**config.mk**
```make
export PLATFORM = sky130hd
export DESIGN_NAME = hazard_unit
export DESIGN_NICKNAME = d
export VERILOG_FILES = /design/src/rtl/hazard_pkg.sv /design/src/rtl/hazard_unit_fwd_select.sv /design/src/rtl/hazard_unit.sv
export SDC_FILE = /design/constraint.sdc
export NUM_CORES = 1
export LEC_CHECK = 0
export CORE_ASPECT_RATIO = 1.1
export CORE_MARGIN = 2
export CORE_UTILIZATION = 40
export DETAILED_ROUTE_END_ITERATION = 12
export GPL_TIMING_DRIVEN = 0
export PLACE_DENSITY = 0.88
export RECOVER_POWER = 100
export SLEW_MARGIN = 20
export SYNTH_ARGS = -nofsm -noshare
export SYNTH_HDL_FRONTEND = slang
export SYNTH_SLANG_ARGS = --single-unit
```
**constraint.sdc**
```tcl
create_clock -name clk -period 1.6 [get_ports clk]
set_clock_uncertainty 0.1 [all_clocks]
set_input_delay 0.16 -clock clk [delete_from_list [all_inputs] [get_ports clk]]
set_output_delay 0.16 -clock clk [all_outputs]
set_load 0.05 [all_outputs]
```
**src/rtl/hazard_pkg.sv**
```systemverilog
// hazard_pkg
// Shared types and helpers for the pipeline hazard unit.
//   fwd_sel_t   : E-stage operand source (register file, W result, M ALU output)
//   mem_state_t : data-memory wait sequencer states
//   REG_ZERO    : hard-wired zero register, never a forwarding target
//   regMatch    : "this stage writes the register being read" test
package hazard_pkg;

  typedef enum logic [1:0] {
    FWD_RF = 2'b00,
    FWD_W  = 2'b01,
    FWD_M  = 2'b10
  } fwd_sel_t;

  typedef enum logic [1:0] {
    IDLE    = 2'd0,
    WAIT    = 2'd1,
    RELEASE = 2'd2
  } mem_state_t;

  localparam logic [4:0] REG_ZERO = 5'd0;

  // Register 0 always reads as zero, so a write to it must never be forwarded.
  function automatic logic regMatch(input logic wen, input logic [4:0] dst,
                                    input logic [4:0] src);
    return wen && (dst == src) && (src != REG_ZERO);
  endfunction

endpackage

```
**src/rtl/hazard_unit_fwd_select.sv**
```systemverilog
// fwd_select
// Chooses the source of one E-stage ALU operand.
//   src        in  5  E-stage source register number
//   writeRegM  in  5  destination register of the instruction in M
//   regwriteM  in  1  instruction in M writes the register file
//   writeRegW  in  5  destination register of the instruction in W
//   regwriteW  in  1  instruction in W writes the register file
//   sel        out 2  FWD_M, FWD_W or FWD_RF
module fwd_select
  import hazard_pkg::*;
(
  input  logic [4:0] src,
  input  logic [4:0] writeRegM,
  input  logic       regwriteM,
  input  logic [4:0] writeRegW,
  input  logic       regwriteW,
  output fwd_sel_t   sel
);

  // M is checked first because it holds the younger, more recent value.
  always_comb begin
    sel = FWD_RF;
    if (regMatch(regwriteM, writeRegM, src)) begin
      sel = FWD_M;
    end else if (regMatch(regwriteW, writeRegW, src)) begin
      sel = FWD_W;
    end
  end

endmodule

```
**src/rtl/hazard_unit.sv**
```systemverilog
// hazard_unit
// Forwarding, stall and flush control for a 5-stage pipeline with a
// multi-cycle data memory (MEM_WAIT wait cycles per M-stage access).
//   clk, reset                    clock and asynchronous active-high reset
//   rsD, rtD, rsE, rtE            source registers in D and E
//   writeregE/writeRegM/writeRegW destination register per stage
//   branchD, regwriteE/M/W        branch in D, register-write per stage
//   memtoregE/M, memwriteM        load in E/M, store in M
//   stallF/D/E/M, flushE/flushW   pipeline register hold and bubble controls
//   forwardAD/BD                  D comparator operand from aluoutM
//   forwardAE/BE                  E operand select (00 RF, 01 resultW, 10 aluoutM)
// Optional macro HAZARD_PERF_CNT_EN adds saturating 32-bit stall counters
// lwstall_cnt, brstall_cnt and memstall_cnt.
module hazard_unit
  import hazard_pkg::*;
#(
  parameter int MEM_WAIT = 2
) (
  input  logic       clk,
  input  logic       reset,
  input  logic [4:0] rsD,
  input  logic [4:0] rtD,
  input  logic [4:0] rsE,
  input  logic [4:0] rtE,
  input  logic [4:0] writeregE,
  input  logic [4:0] writeRegM,
  input  logic [4:0] writeRegW,
  input  logic       branchD,
  input  logic       regwriteE,
  input  logic       regwriteM,
  input  logic       regwriteW,
  input  logic       memtoregE,
  input  logic       memtoregM,
  input  logic       memwriteM,
  output logic       stallF,
  output logic       stallD,
  output logic       stallE,
  output logic       stallM,
  output logic       flushE,
  output logic       flushW,
  output logic       forwardAD,
  output logic       forwardBD,
`ifdef HAZARD_PERF_CNT_EN
  output logic [31:0] lwstall_cnt,
  output logic [31:0] brstall_cnt,
  output logic [31:0] memstall_cnt,
`endif
  output logic [1:0] forwardAE,
  output logic [1:0] forwardBE
);

  localparam logic [3:0] WAIT_LOAD = (MEM_WAIT > 0) ? 4'(MEM_WAIT - 1) : 4'd0;

  mem_state_t state, stateNext;
  logic [3:0] cnt, cntNext;
  logic       memop, memstall, lwstall, brstall;
  fwd_sel_t   selAE, selBE;

  fwd_select uFwdA (
    .src(rsE), .writeRegM(writeRegM), .regwriteM(regwriteM),
    .writeRegW(writeRegW), .regwriteW(regwriteW), .sel(selAE)
  );

  fwd_select uFwdB (
    .src(rtE), .writeRegM(writeRegM), .regwriteM(regwriteM),
    .writeRegW(writeRegW), .regwriteW(regwriteW), .sel(selBE)
  );

  assign memop   = memtoregM | memwriteM;
  assign lwstall = memtoregE && ((rtE == rsD) || (rtE == rtD));
  assign brstall = branchD &&
                   ((regwriteE && ((writeregE == rsD) || (writeregE == rtD))) ||
                    (memtoregM && ((writeRegM == rsD) || (writeRegM == rtD))));

  // Memory sequencer state and wait counter.
  always_ff @(posedge clk or posedge reset) begin
    if (reset) begin
      state <= IDLE;
      cnt   <= 4'd0;
    end else begin
      state <= stateNext;
      cnt   <= cntNext;
    end
  end

  // The first stall cycle is raised straight from IDLE so the access costs
  // MEM_WAIT stall cycles plus one RELEASE cycle in which M advances.
  // RELEASE never restarts, so back-to-back accesses each pay full latency.
  always_comb begin
    stateNext = state;
    cntNext   = cnt;
    memstall  = 1'b0;
    case (state)
      IDLE: begin
        if (memop && (MEM_WAIT > 0)) begin
          memstall  = 1'b1;
          cntNext   = WAIT_LOAD;
          stateNext = (MEM_WAIT == 1) ? RELEASE : WAIT;
        end
      end
      WAIT: begin
        memstall = 1'b1;
        cntNext  = cnt - 4'd1;
        if (cnt == 4'd1) begin
          stateNext = RELEASE;
        end
      end
      RELEASE: begin
        stateNext = IDLE;
      end
      default: begin
        stateNext = IDLE;
      end
    endcase
  end

  // A memory stall freezes the whole front of the pipe and bubbles W; it
  // takes precedence over load-use and branch stalls. Everything is held
  // low while reset is asserted, including the combinational forwards.
  always_comb begin
    stallF    = 1'b0;
    stallD    = 1'b0;
    stallE    = 1'b0;
    stallM    = 1'b0;
    flushE    = 1'b0;
    flushW    = 1'b0;
    forwardAD = 1'b0;
    forwardBD = 1'b0;
    forwardAE = FWD_RF;
    forwardBE = FWD_RF;
    if (!reset) begin
      forwardAD = regMatch(regwriteM, writeRegM, rsD);
      forwardBD = regMatch(regwriteM, writeRegM, rtD);
      forwardAE = selAE;
      forwardBE = selBE;
      if (memstall) begin
        stallF = 1'b1;
        stallD = 1'b1;
        stallE = 1'b1;
        stallM = 1'b1;
        flushW = 1'b1;
      end else begin
        stallF = lwstall | brstall;
        stallD = lwstall | brstall;
        flushE = lwstall | brstall;
      end
    end
  end

`ifdef HAZARD_PERF_CNT_EN
  // Count only cycles where the condition actually drives the stall outputs;
  // load-use and branch stalls hidden behind a memory stall are not counted.
  always_ff @(posedge clk or posedge reset) begin
    if (reset) begin
      lwstall_cnt  <= 32'd0;
      brstall_cnt  <= 32'd0;
      memstall_cnt <= 32'd0;
    end else begin
      if (memstall && (memstall_cnt != 32'hFFFF_FFFF)) begin
        memstall_cnt <= memstall_cnt + 32'd1;
      end
      if (!memstall && lwstall && (lwstall_cnt != 32'hFFFF_FFFF)) begin
        lwstall_cnt <= lwstall_cnt + 32'd1;
      end
      if (!memstall && brstall && (brstall_cnt != 32'hFFFF_FFFF)) begin
        brstall_cnt <= brstall_cnt + 32'd1;
      end
    end
  end
`endif

endmodule

```
==> impl_summary.md, run 1 <==
Outcome
The run finished, with violations left. The final reports fail on setup timing.

Floorplanning
The row count is 19. The die height is 58.2 µm. The core region is 2520 µm². The number of primary I/O pins is 56. The initial core utilization is 42.4%.

The total die area is 3100 µm². Measured along the x axis, the die boundary spans 53.3 µm.

Synthesis
The top cell type by area accounts for 28.7% of the synthesized area. After synthesis, the cell types taking the most area are sky130_fd_sc_hd__xnor2_1 (29%), sky130_fd_sc_hd__dfrtp_1 (14%), sky130_fd_sc_hd__xor2_1 (13%), sky130_fd_sc_hd__nand4_1 (3.5%), sky130_fd_sc_hd__nor3_1 (3.3%). The mapped netlist covers 1070 µm². The synthesized design contains 6 register bits. The synthesized net count is 178. The average cell area after synthesis is 8.09 µm². The post-synthesis sequential area ratio is 14.1%. The number of warnings printed during yosys synthesis is 0. The number of unique standard cell types used by synthesis is 36. The cell taking the most area after synthesis is sky130_fd_sc_hd__xnor2_1. The number of enable-type register cells in the synthesized netlist is 0.

In the synthesized netlist the dominant register cell turns out to be sky130_fd_sc_hd__dfrtp_1. Counting instances in the post-synthesis netlist gives the leading cell types as sky130_fd_sc_hd__xnor2_1 (35), sky130_fd_sc_hd__xor2_1 (16), sky130_fd_sc_hd__nand2_1 (9). The proportion of register bits with asynchronous set or reset after synthesis is 100%. sky130_fd_sc_hd__xnor2_1 is the most common cell in the netlist. The synthesized netlist cell count is 132.

Power
The switching share of total power is 46.3%. The clock network is responsible for 9.8% of the overall power. Combinational cells account for 70.1% of the total power. Cell internal power was estimated by the tool at 777 µW. The maximum VDD drop is 0.983 mV. The share of total power in sequential cells is 20.1%. The post-route total power is 1450 µW. The switching power total is 670 µW. The static leakage is 0.000802 µW. In this run the power density over the cells is 713 nW/µm².

Clocking
The CTS H-tree depth is 1. The CTS tree is yes. Counting along the longest clock path gives a buffer depth of 2. The hold buffer count at cts is 0. The worst-skew pair later-pin latency is 0.25 ns.

The number of clock buffers added by TritonCTS is 3. After clock tree synthesis, the clock-pin slew on the worst setup and hold paths is 0.04 ns. The clock sink count is 6.

The buffer cell driving the clock tree root is sky130_fd_sc_hd__clkbuf_4.

Route
For this run, design rule violations remaining after detail routing come to 0. The first routing iteration left 14 violations. The first detailed-routing pass took 4 iterations. The final wirelength is 4870 µm. In this run the remaining antenna-violating nets after routing total 0. The post-detailed-route wirelength per cell is 21.2 µm. The routed via count is 1,317. The detailed-route vias per instance is 5.75.

Finish
The non-filler instance count after layout is 229. From synthesis to final layout, the design area changed by 90.2%. The share of final-layout standard cells stronger than drive strength 1 is 49.0%. Cells fill 80.5% of the core in the end. The count of fill cells added during filler insertion is 153. The area taken by multi-input logic gates is 1120 µm². The area of all sequential standard cells is 150 µm². The net total in the final layout is 246. The antenna diode count is 0.

Global route
The global-route total usage across every layer is 29.7%. The wire length of the first global-routing pass is 6750 µm. The number of global-route vias before repair is 1,478. The number of antenna violations at the first check in global routing is 0. The overall overflow remaining after global route is 0. Entering global routing, the biggest net connects 6 pins.

Run
The number of max-cap violations is 0.

Critical path
Of all nets on the critical path, the largest fanout is 4. The worst setup path is captured at an output pin. The worst setup path startpoint is rsD[0]. The startpoint class of the critical path is an input pin.

The critical path class is in -> out. The required time of the critical path is 1.34 ns. The flop-to-flop setup slack is 0.29 ns. The critical path arrival is 1.60 ns. In this run the critical register-to-register path is launched from state[0]$_DFFE_PP0P_.

Placed design
The count of buffers added on input and output ports is 50. The number of cells in the design after placement is 213. The HPWL after detailed placement is 3020 µm. The final weighted congestion in routability-driven placement is 0.879.

STA
The hold violation count in the final report is 0. The worst pin sits at a relative slew slack of 78.7%. Static timing analysis puts the maximum clock frequency at 537 MHz. Setup violations remaining at the end of the flow were counted as 6.

In the post-route analysis, the smallest setup slack over all paths is -0.261 ns. The number of max-slew violations in the final report came to 0. The final cycle utilization of the critical path is 116%. Setup repair after global routing could not meet its margin everywhere. The routed design could run at a clock period as short as 1.86 ns.

For the pin with the worst max-slew slack, the measured transition is 0.317 ns.

Worst hold path
In this run the worst hold path is classified as in -> async.
==> cells by family after synthesis <==
logic type / count (synthesis) / share of synthesized area [%]
flip-flops: 6 / 14.1
AND/OR/NAND/NOR: 51 / 29.2
AO/OA/AOI/OAI: 10 / 6.21
adder cells (fa/ha/maj): 2 / 2.34
XOR/XNOR: 51 / 41.9
buffers and inverters: 12 / 6.33
==> metal layers <==
layer	vias to the layer above	share of wire [%]	track usage, %	wire length (µm)
met4	0	5.5	16.5	266
met3	25	6.4	4.38	312
met5	-	0	0	0
met2	68	52	57.5	2520
li1	580	-	-	-
met1	644	36	28.6	1770
==> worst paths after layout <==
path                                        end  cells after the start
max                                      flushE                      8
min                        state[0]$_DFFE_PP0P_                      3
max reg2reg                  cnt[2]$_DFFE_PP0P_                      5
min reg2reg                  cnt[1]$_DFFE_PP0P_                      2
max in group asynchronous    cnt[0]$_DFFE_PP0P_                      3
min in group clk             cnt[1]$_DFFE_PP0P_                      2
==> timing repair <==
| action | 4_1_cts | 5_1_grt |
|---|---|---|
| pin swaps | 38 | 22 |
| endpoints found under the hold margin | 0 | 0 |
| gates resized for setup | 242 | 34 |
| buffers inserted | 12 | 2 |
| endpoints found under the setup margin | 12 | 12 |
==> through the flow <==
stage	TNS, ns	hold slack [ns]	setup slack (ns)	area, µm²
2_1_floorplan	-2.83	-0.114	-0.601	1120
3_3_place_gp	-11.78	0.387	-1.27	1660
3_5_place_dp	-12.51	0.402	-1.33	1660
4_1_cts	-0.551	0.165	-0.141	1900
5_1_grt	-1.55	0.120	-0.291	2030
6_report	-0.942	0.0990	-0.261	2030
==> power groups by stage <==
stage,registers (µW),logic [µW],clock network (µW)
2_1_floorplan,278,591,0
3_3_place_gp,289,841,0
3_5_place_dp,297,892,0
4_1_cts,288,953,143
5_1_grt,303,1100,148
6_report,291,1010,141
==> worst max-delay path, cell delays in order <==
cell,delay [ns]
sky130_fd_sc_hd__buf_2,0.15
sky130_fd_sc_hd__xnor2_2,0.19
sky130_fd_sc_hd__nand3_2,0.14
sky130_fd_sc_hd__nor3_2,0.23
sky130_fd_sc_hd__o211ai_1,0.20
sky130_fd_sc_hd__buf_4,0.18
sky130_fd_sc_hd__a21boi_2,0.15
sky130_fd_sc_hd__buf_6,0.18
==> cell type report <==
type	count	share of cell area, %
timing repair buffer	64	30.1
sequential	6	7.40
multi-input combinational	114	55.4
inverter	3	0.617
clock buffer	3	1.11
tap	31	1.91
buffer	8	3.51
==> state kept, by name (all words and copies together), names as in the netlist <==
signal  count
cnt         4
state       2
==> layout by cell type, fill, tap and decap left out, types with 2 or more instances in the layout <==
master,Yosys,routed
sky130_fd_sc_hd__buf_12,0,2
sky130_fd_sc_hd__buf_2,3,5
sky130_fd_sc_hd__buf_4,3,17
sky130_fd_sc_hd__buf_6,1,18
sky130_fd_sc_hd__buf_8,0,7
sky130_fd_sc_hd__clkbuf_1,2,4
sky130_fd_sc_hd__clkbuf_2,0,3
sky130_fd_sc_hd__clkbuf_4,0,4
sky130_fd_sc_hd__clkdlybuf4s15_1,0,2
sky130_fd_sc_hd__clkdlybuf4s15_2,0,2
sky130_fd_sc_hd__clkdlybuf4s50_1,0,4
sky130_fd_sc_hd__dfrtp_1,6,6
sky130_fd_sc_hd__dlygate4sd2_1,0,7
sky130_fd_sc_hd__ha_1,2,2
sky130_fd_sc_hd__inv_1,3,2
sky130_fd_sc_hd__nand2_1,9,9
sky130_fd_sc_hd__nand3_1,3,2
sky130_fd_sc_hd__nand4_1,6,6
sky130_fd_sc_hd__nor2_1,5,3
sky130_fd_sc_hd__nor2_4,1,2
sky130_fd_sc_hd__nor3_1,7,3
sky130_fd_sc_hd__nor3_2,0,4
sky130_fd_sc_hd__nor4_4,0,3
sky130_fd_sc_hd__o211ai_1,2,2
sky130_fd_sc_hd__o21ai_0,4,4
sky130_fd_sc_hd__or4_1,3,2
sky130_fd_sc_hd__or4_4,1,2
sky130_fd_sc_hd__xnor2_1,35,27
sky130_fd_sc_hd__xnor2_2,0,7
sky130_fd_sc_hd__xor2_1,16,8
sky130_fd_sc_hd__xor2_2,0,7
Power figures use the tool's default switching activity.
==> run 2: changes to the inputs <==
--- a/config.mk
+++ b/config.mk
@@ -5,9 +5,9 @@
 export SDC_FILE = /design/constraint.sdc
 export NUM_CORES = 1
 export LEC_CHECK = 0
-export CORE_ASPECT_RATIO = 1.1
+export ABC_AREA = 1
 export CORE_MARGIN = 2
-export CORE_UTILIZATION = 40
+export CORE_UTILIZATION = 41
 export DETAILED_ROUTE_END_ITERATION = 12
 export GPL_TIMING_DRIVEN = 0
 export PLACE_DENSITY = 0.88
==> impl_summary.md, run 2 <==
Floorplanning
The number of primary I/O pins was 56 (unchanged). The die height was 57.1 µm (-1.8%). The core area is 2710 µm² (+7.5%). The row count is 19 (unchanged).

The total die area is 3260 µm² (+5.2%). The width of the chip is 57.1 µm (+7.2%). The initial core utilization is 42.7% (+0.31 points).

Clocking
The hold buffer count at cts is 0 (unchanged). The clock input transition at the sequential cells of the worst setup and hold paths is 0.05 ns (about the same). The tree is rooted in a sky130_fd_sc_hd__clkbuf_4.

The CTS buffer count was 3 (unchanged). The maximum buffer depth of the clock tree is 2 (unchanged). The clock sink count came to 6 (unchanged). The worst-skew pair later-pin latency was 0.26 ns (about the same). The CTS H-tree depth is 1 (unchanged). TritonCTS built the clock tree.

Synthesis
The post-synthesis sequential area ratio is 13.0% (-1.1 points). The number of unique standard cell types used by synthesis came to 24 (-33%). The leading cell type by number of instances after synthesis is sky130_fd_sc_hd__nand2_1. Counting instances in the post-synthesis netlist gives the leading cell types as sky130_fd_sc_hd__nand2_1 (65), sky130_fd_sc_hd__inv_1 (36), sky130_fd_sc_hd__nor2_1 (26). The number of enable-type register cells in the synthesized netlist was 0 (unchanged). The count of state elements after synthesis came to 6 (unchanged). The average cell area after synthesis is 5.48 µm² (-32%). The number of warnings printed during yosys synthesis is 0 (unchanged). The proportion of netlist area held by the largest area contributor came to 21.1% (-7.6 points).

The synthesized net count is 257 (+44%). The most frequently used flop master after synthesis is sky130_fd_sc_hd__dfrtp_1. By area the synthesized netlist is led by sky130_fd_sc_hd__nand2_1 (21%), sky130_fd_sc_hd__dfrtp_1 (13%), sky130_fd_sc_hd__inv_1 (12%), sky130_fd_sc_hd__nor2_1 (8.4%), sky130_fd_sc_hd__xor2_1 (8.3%). The cell taking the most area after synthesis is sky130_fd_sc_hd__nand2_1.

The cell area after synthesis was 1160 µm² (+8.3%). The synthesized netlist cell count is 211 (+60%). The proportion of register bits with asynchronous set or reset after synthesis is 100% (unchanged).

Finish
The antenna diode count is 0 (unchanged). The net total in the final layout came to 326 (+33%). More flip-flops sit in one register than any other, and that register is cnt. The share of final-layout standard cells stronger than drive strength 1 is 38.5% (-11 points). The count of fill cells added during filler insertion is 213 (+39%).

The synthesis-to-layout area growth is 73.7%. The flip-flop count of the largest register, all copies and words added came to 4 (unchanged). The non-filler instance count after layout is 309 (+35%). Leaving out fill and tap cells, the most frequent cell in the layout is sky130_fd_sc_hd__nand2_1. The largest registers in the layout are cnt x4, state x2. The top cell types in the final layout, fill and taps aside, are sky130_fd_sc_hd__nand2_1 (57), sky130_fd_sc_hd__nor2_1 (20), sky130_fd_sc_hd__inv_1 (17).

Critical path
The flop-to-flop setup slack came to 0.38 ns (+0.09 ns). The required time of the critical path is 1.34 ns (about the same). The critical path arrival is 1.40 ns (-0.20 ns). The worst setup path is captured at an output pin. By startpoint and endpoint, the worst setup path is classified as reg -> out. The worst setup path is launched from a flop.

The largest fanout on the critical path is 4 (unchanged).

Global route
The overall overflow remaining after global route came to 0 (unchanged). The number of antenna violations at the first check in global routing is 0 (unchanged). The global-route total usage across every layer is 22.5% (-7.3 points). The wire length of the first global-routing pass is 5930 µm (-12%). The number of global-route vias before repair is 1,393 (-5.8%). The largest net degree at the start of global routing is 8 (+2).

Power
The internal power component is 805 µW (+3.6%). The clock network fraction of total power is 9.5% (-0.3 points). The static leakage was 0.00107 µW (+33%).

The share of total power in combinational logic was 73.3% (+3.2 points). The maximum VDD drop is 1.03 mV (+4.6%). The switching share of total power is 47.2% (+0.96 points). The share of total power in sequential cells is 17.2% (-2.9 points). The switching power total is 721 µW (+7.6%). The power density of the placed cells is 760 nW/µm² (+6.6%).

STA
The upper clock frequency limit was 604 MHz (+12%). Setup repair after global routing could not meet its margin everywhere. The final cycle utilization of the critical path was 104% (-13 points). The final setup TNS is -0.165 ns (+0.777 ns). The number of max-slew violations in the final report is 0 (unchanged). The transition time of the tightest slew-check pin is 0.296 ns (-0.0211 ns). The final critical-path setup slack is -0.0562 ns (+0.205 ns). The hold violation count in the final report is 0 (unchanged). The tightest slew margin relative to the limit came to 80.3% (+1.6 points). The final period demand of the worst path is 1.66 ns (-0.205 ns).

The final setup violation count was 4 (-2).

Run
The number of max-cap violations is 0 (unchanged).

Route
The final wirelength is 4000 µm (-18%). The post-detailed-route wirelength per cell is 13.0 µm (-39%). The remaining routing DRC violations is 0 (unchanged). The remaining antenna violation count came to 0 (unchanged). The count of routing violations after the opening detailed-route iteration was 68 (+54). The detailed-route vias per instance was 5.19 (-9.7%). The total iterations of the first detailed-routing run is 4 (unchanged). The routed via count was 1,604 (+22%).

Placed design
The final weighted congestion in routability-driven placement is 0.867 (-1.3%). The number of input and output port buffers inserted is 53 (+6.0%). The number of cells in the design after placement was 295 (+38%). The HPWL after detailed placement came to 2800 µm (-7.2%).

Outcome
The run finished, with violations left. The checks that failed: setup timing.

Worst hold path
The class of the tightest hold or removal check is in -> async.
run 2: layer usage:
| layer | track usage, % | part of all wire, % | wire length [µm] |
|---|---|---|---|
| met1 | 28.6 | 40 | 1590 |
| met2 | 39.7 | 52 | 2070 |
| met3 | 3.85 | 6.5 | 262 |
| met4 | 4.98 | 2.0 | 80 |
| met5 | 0 | 0 | 0 |
run 2: cells by family after synthesis:
logic type	Yosys count	synth area share, %
DFF	6	13.0
and+or+nand+nor	116	40.9
adders and majority gates	2	2.16
AOI/OAI and AO/OA	22	12.6
xor gates and xnor gates	21	15.9
buffers and inverters	44	15.5
run 2: through the flow:
step                cell area (µm²)  worst slack (ns)  total power (µW)  util [%]  hold slack, ns
floorplan                      1190            -0.391               878         -          -0.117
global placement               1760             -1.19              1160      64.8           0.343
detailed placement             1760             -1.22              1180      64.8           0.352
CTS                            1800           -0.0331              1390      66.3          0.0106
global route                   2010            -0.121              1640      74.1          0.0484
finish                         2010           -0.0562              1530      74.1          0.0182
run 2: worst paths after layout:
| check | start | end | depth (start not counted) |
|---|---|---|---|
| max in group asynchronous | reset | state[1]$_DFFE_PP0P_ | 3 |
| worst min register to register | cnt[1]$_DFFE_PP0P_ | cnt[1]$_DFFE_PP0P_ | 2 |
| worst min-delay path | reset | cnt[3]$_DFFE_PP0P_ | 3 |
| worst max-delay path | state[0]$_DFFE_PP0P_ | stallE | 7 |
| worst max register to register | state[0]$_DFFE_PP0P_ | cnt[3]$_DFFE_PP0P_ | 7 |
| min in group clk | memwriteM | cnt[1]$_DFFE_PP0P_ | 5 |
run 2: power groups by stage:
stage | combinational (µW) | sequential [µW] | clock (µW)
3_3_place_gp | 896 | 263 | 0
6_report | 1120 | 263 | 145
4_1_cts | 980 | 265 | 142
2_1_floorplan | 621 | 257 | 0
5_1_grt | 1210 | 269 | 157
3_5_place_dp | 917 | 266 | 0
run 2: critical path, cell delays in order (launching register included):
cell and delay (ns):
sky130_fd_sc_hd__dfrtp_1 0.38, sky130_fd_sc_hd__nor3_2 0.18, sky130_fd_sc_hd__nor2_2 0.08, sky130_fd_sc_hd__inv_2 0.09
sky130_fd_sc_hd__nor2_4 0.05, sky130_fd_sc_hd__buf_4 0.13, sky130_fd_sc_hd__buf_6 0.10, sky130_fd_sc_hd__buf_8 0.14
run 2: area by class of cell:
cell class	instances	area (µm²)	area share (%)
plain buffers	5	43.8	2.18
multi-input cells	161	950	47.3
repair buffers	64	638	31.8
clock buffers	3	22.5	1.12
well taps	31	38.8	1.93
flip-flops and latches	6	150	7.48
inverters	39	165	8.22
run 2: timing repair:
item,in CTS,in global routing
resized for setup,205,94
hold endpoints to repair,0,0
buffers inserted,6,5
pin swaps,16,35
endpoints found under the setup margin,12,12
==> variant, RTL diff (settings of run 1) <==
`REG_ZERO`: 5'd0 -> 5'd1.
--- a/src/rtl/hazard_pkg.sv
+++ b/src/rtl/hazard_pkg.sv
@@ -19,5 +19,5 @@
   } mem_state_t;
 
-  localparam logic [4:0] REG_ZERO = 5'd0;
+  localparam logic [4:0] REG_ZERO = 5'd1;
 
   // Register 0 always reads as zero, so a write to it must never be forwarded.
Function: changed (Yosys sat finds a counterexample within 4 cycles, from zero or initial values and one cycle with reset high).
==> variant against run 1 <==
- the run still ends with negative setup slack left
- sequential share of layout area grew 0.70 points
- area after synthesis shrank 4.0%
- via count decreased by 3.8%
- fmax is 6.3% higher
- clock power increased by 5%
- power rose by 2.2%
- design area is 8.6% lower
- setup slack improved by 0.11 ns
- routed wire length shrank 15%
- sequential cell count unchanged
- hold slack better by 0.34 ns
- largest power group unchanged
==> variant: results <==
[outcome]
status = "complete, but fails checks"
failed_checks = "negative setup slack"

[timing]
setup_violations = 8
setup_ws_ns = -0.151
whs_ns = 0.440
setup_tns_ns = -0.531

[synth]
ys_types = 32
synth_compound_area_share_pct = 7.94
synth_xor_area_share_pct = 41.9
synth-adder-area-share_pct = 2.44
syn_nets = 177

[global_routing]
grtUsageMet1_pct = 32.1
gr-usage-met3_pct = 4.45
met2_usage_pct = 46.8
grt_max_degree = 7
track_usage_pct = 27.3

[critical_path]
critical_path.max_stage_delay_ns = 0.39
r2r_end = "state[1]$_DFFE_PP0P_"
cp-endpoint = "stallD"
crit_path_start = "state[0]$_DFFE_PP0P_"
slowest_stage = "dfrtp_1"

[power_and_ir_drop]
ir_worst_vdd_mv = 0.856
leakage_nw = 0.817
clkPwrFrac_pct = 10.0
total_power_mw = 1.48

[place]
hpwl_mm = 2.69
gp_congestion = 0.900
dpl_cell_area_sq_mm = 0.00161
dp_slack_ns = -1.28

[detailed_routing]
post_drt_via_cell_ratio = 5.58
vias = 1267
first_iter_violations = 30
met1Wirelength_mm = 1.52
dr_wl_met2_mm = 2.21

[worst_hold_path]
hp-class = "flop to flop"

[cts]
cts_resized = 221
hold_buffers = 1

[cells_and_area]
fin_nets = 244
drive_above_1_share_pct = 48.5
n_fill_cell = 174
variant: cell types whose count changed in the layout (fill, tap and decap cells not counted), sizes merged, moves of 2 or more:
| cell | before | now |
|---|---|---|
| a211oi | 0 | 2 |
| buf | 49 | 56 |
| clkbuf | 11 | 6 |
| clkdlybuf4s50 | 4 | 1 |
| dlygate4sd2 | 7 | 4 |
| dlymetal6s2s | 0 | 2 |
| inv | 2 | 5 |
| nor2 | 6 | 4 |
| nor3 | 7 | 9 |
| nor4 | 4 | 8 |
| o211ai | 2 | 0 |
| or4 | 4 | 1 |
| xnor2 | 35 | 29 |
| xor2 | 16 | 20 |
variant: layout make-up:
| type | count | share of cell area, % |
|---|---|---|
| multi-input combinational | 111 | 54.7 |
| clock buffer | 3 | 1.21 |
| tap | 31 | 2.09 |
| sequential | 6 | 8.10 |
| buffer | 8 | 2.56 |
| timing repair buffer | 62 | 29.9 |
| inverter | 6 | 1.42 |
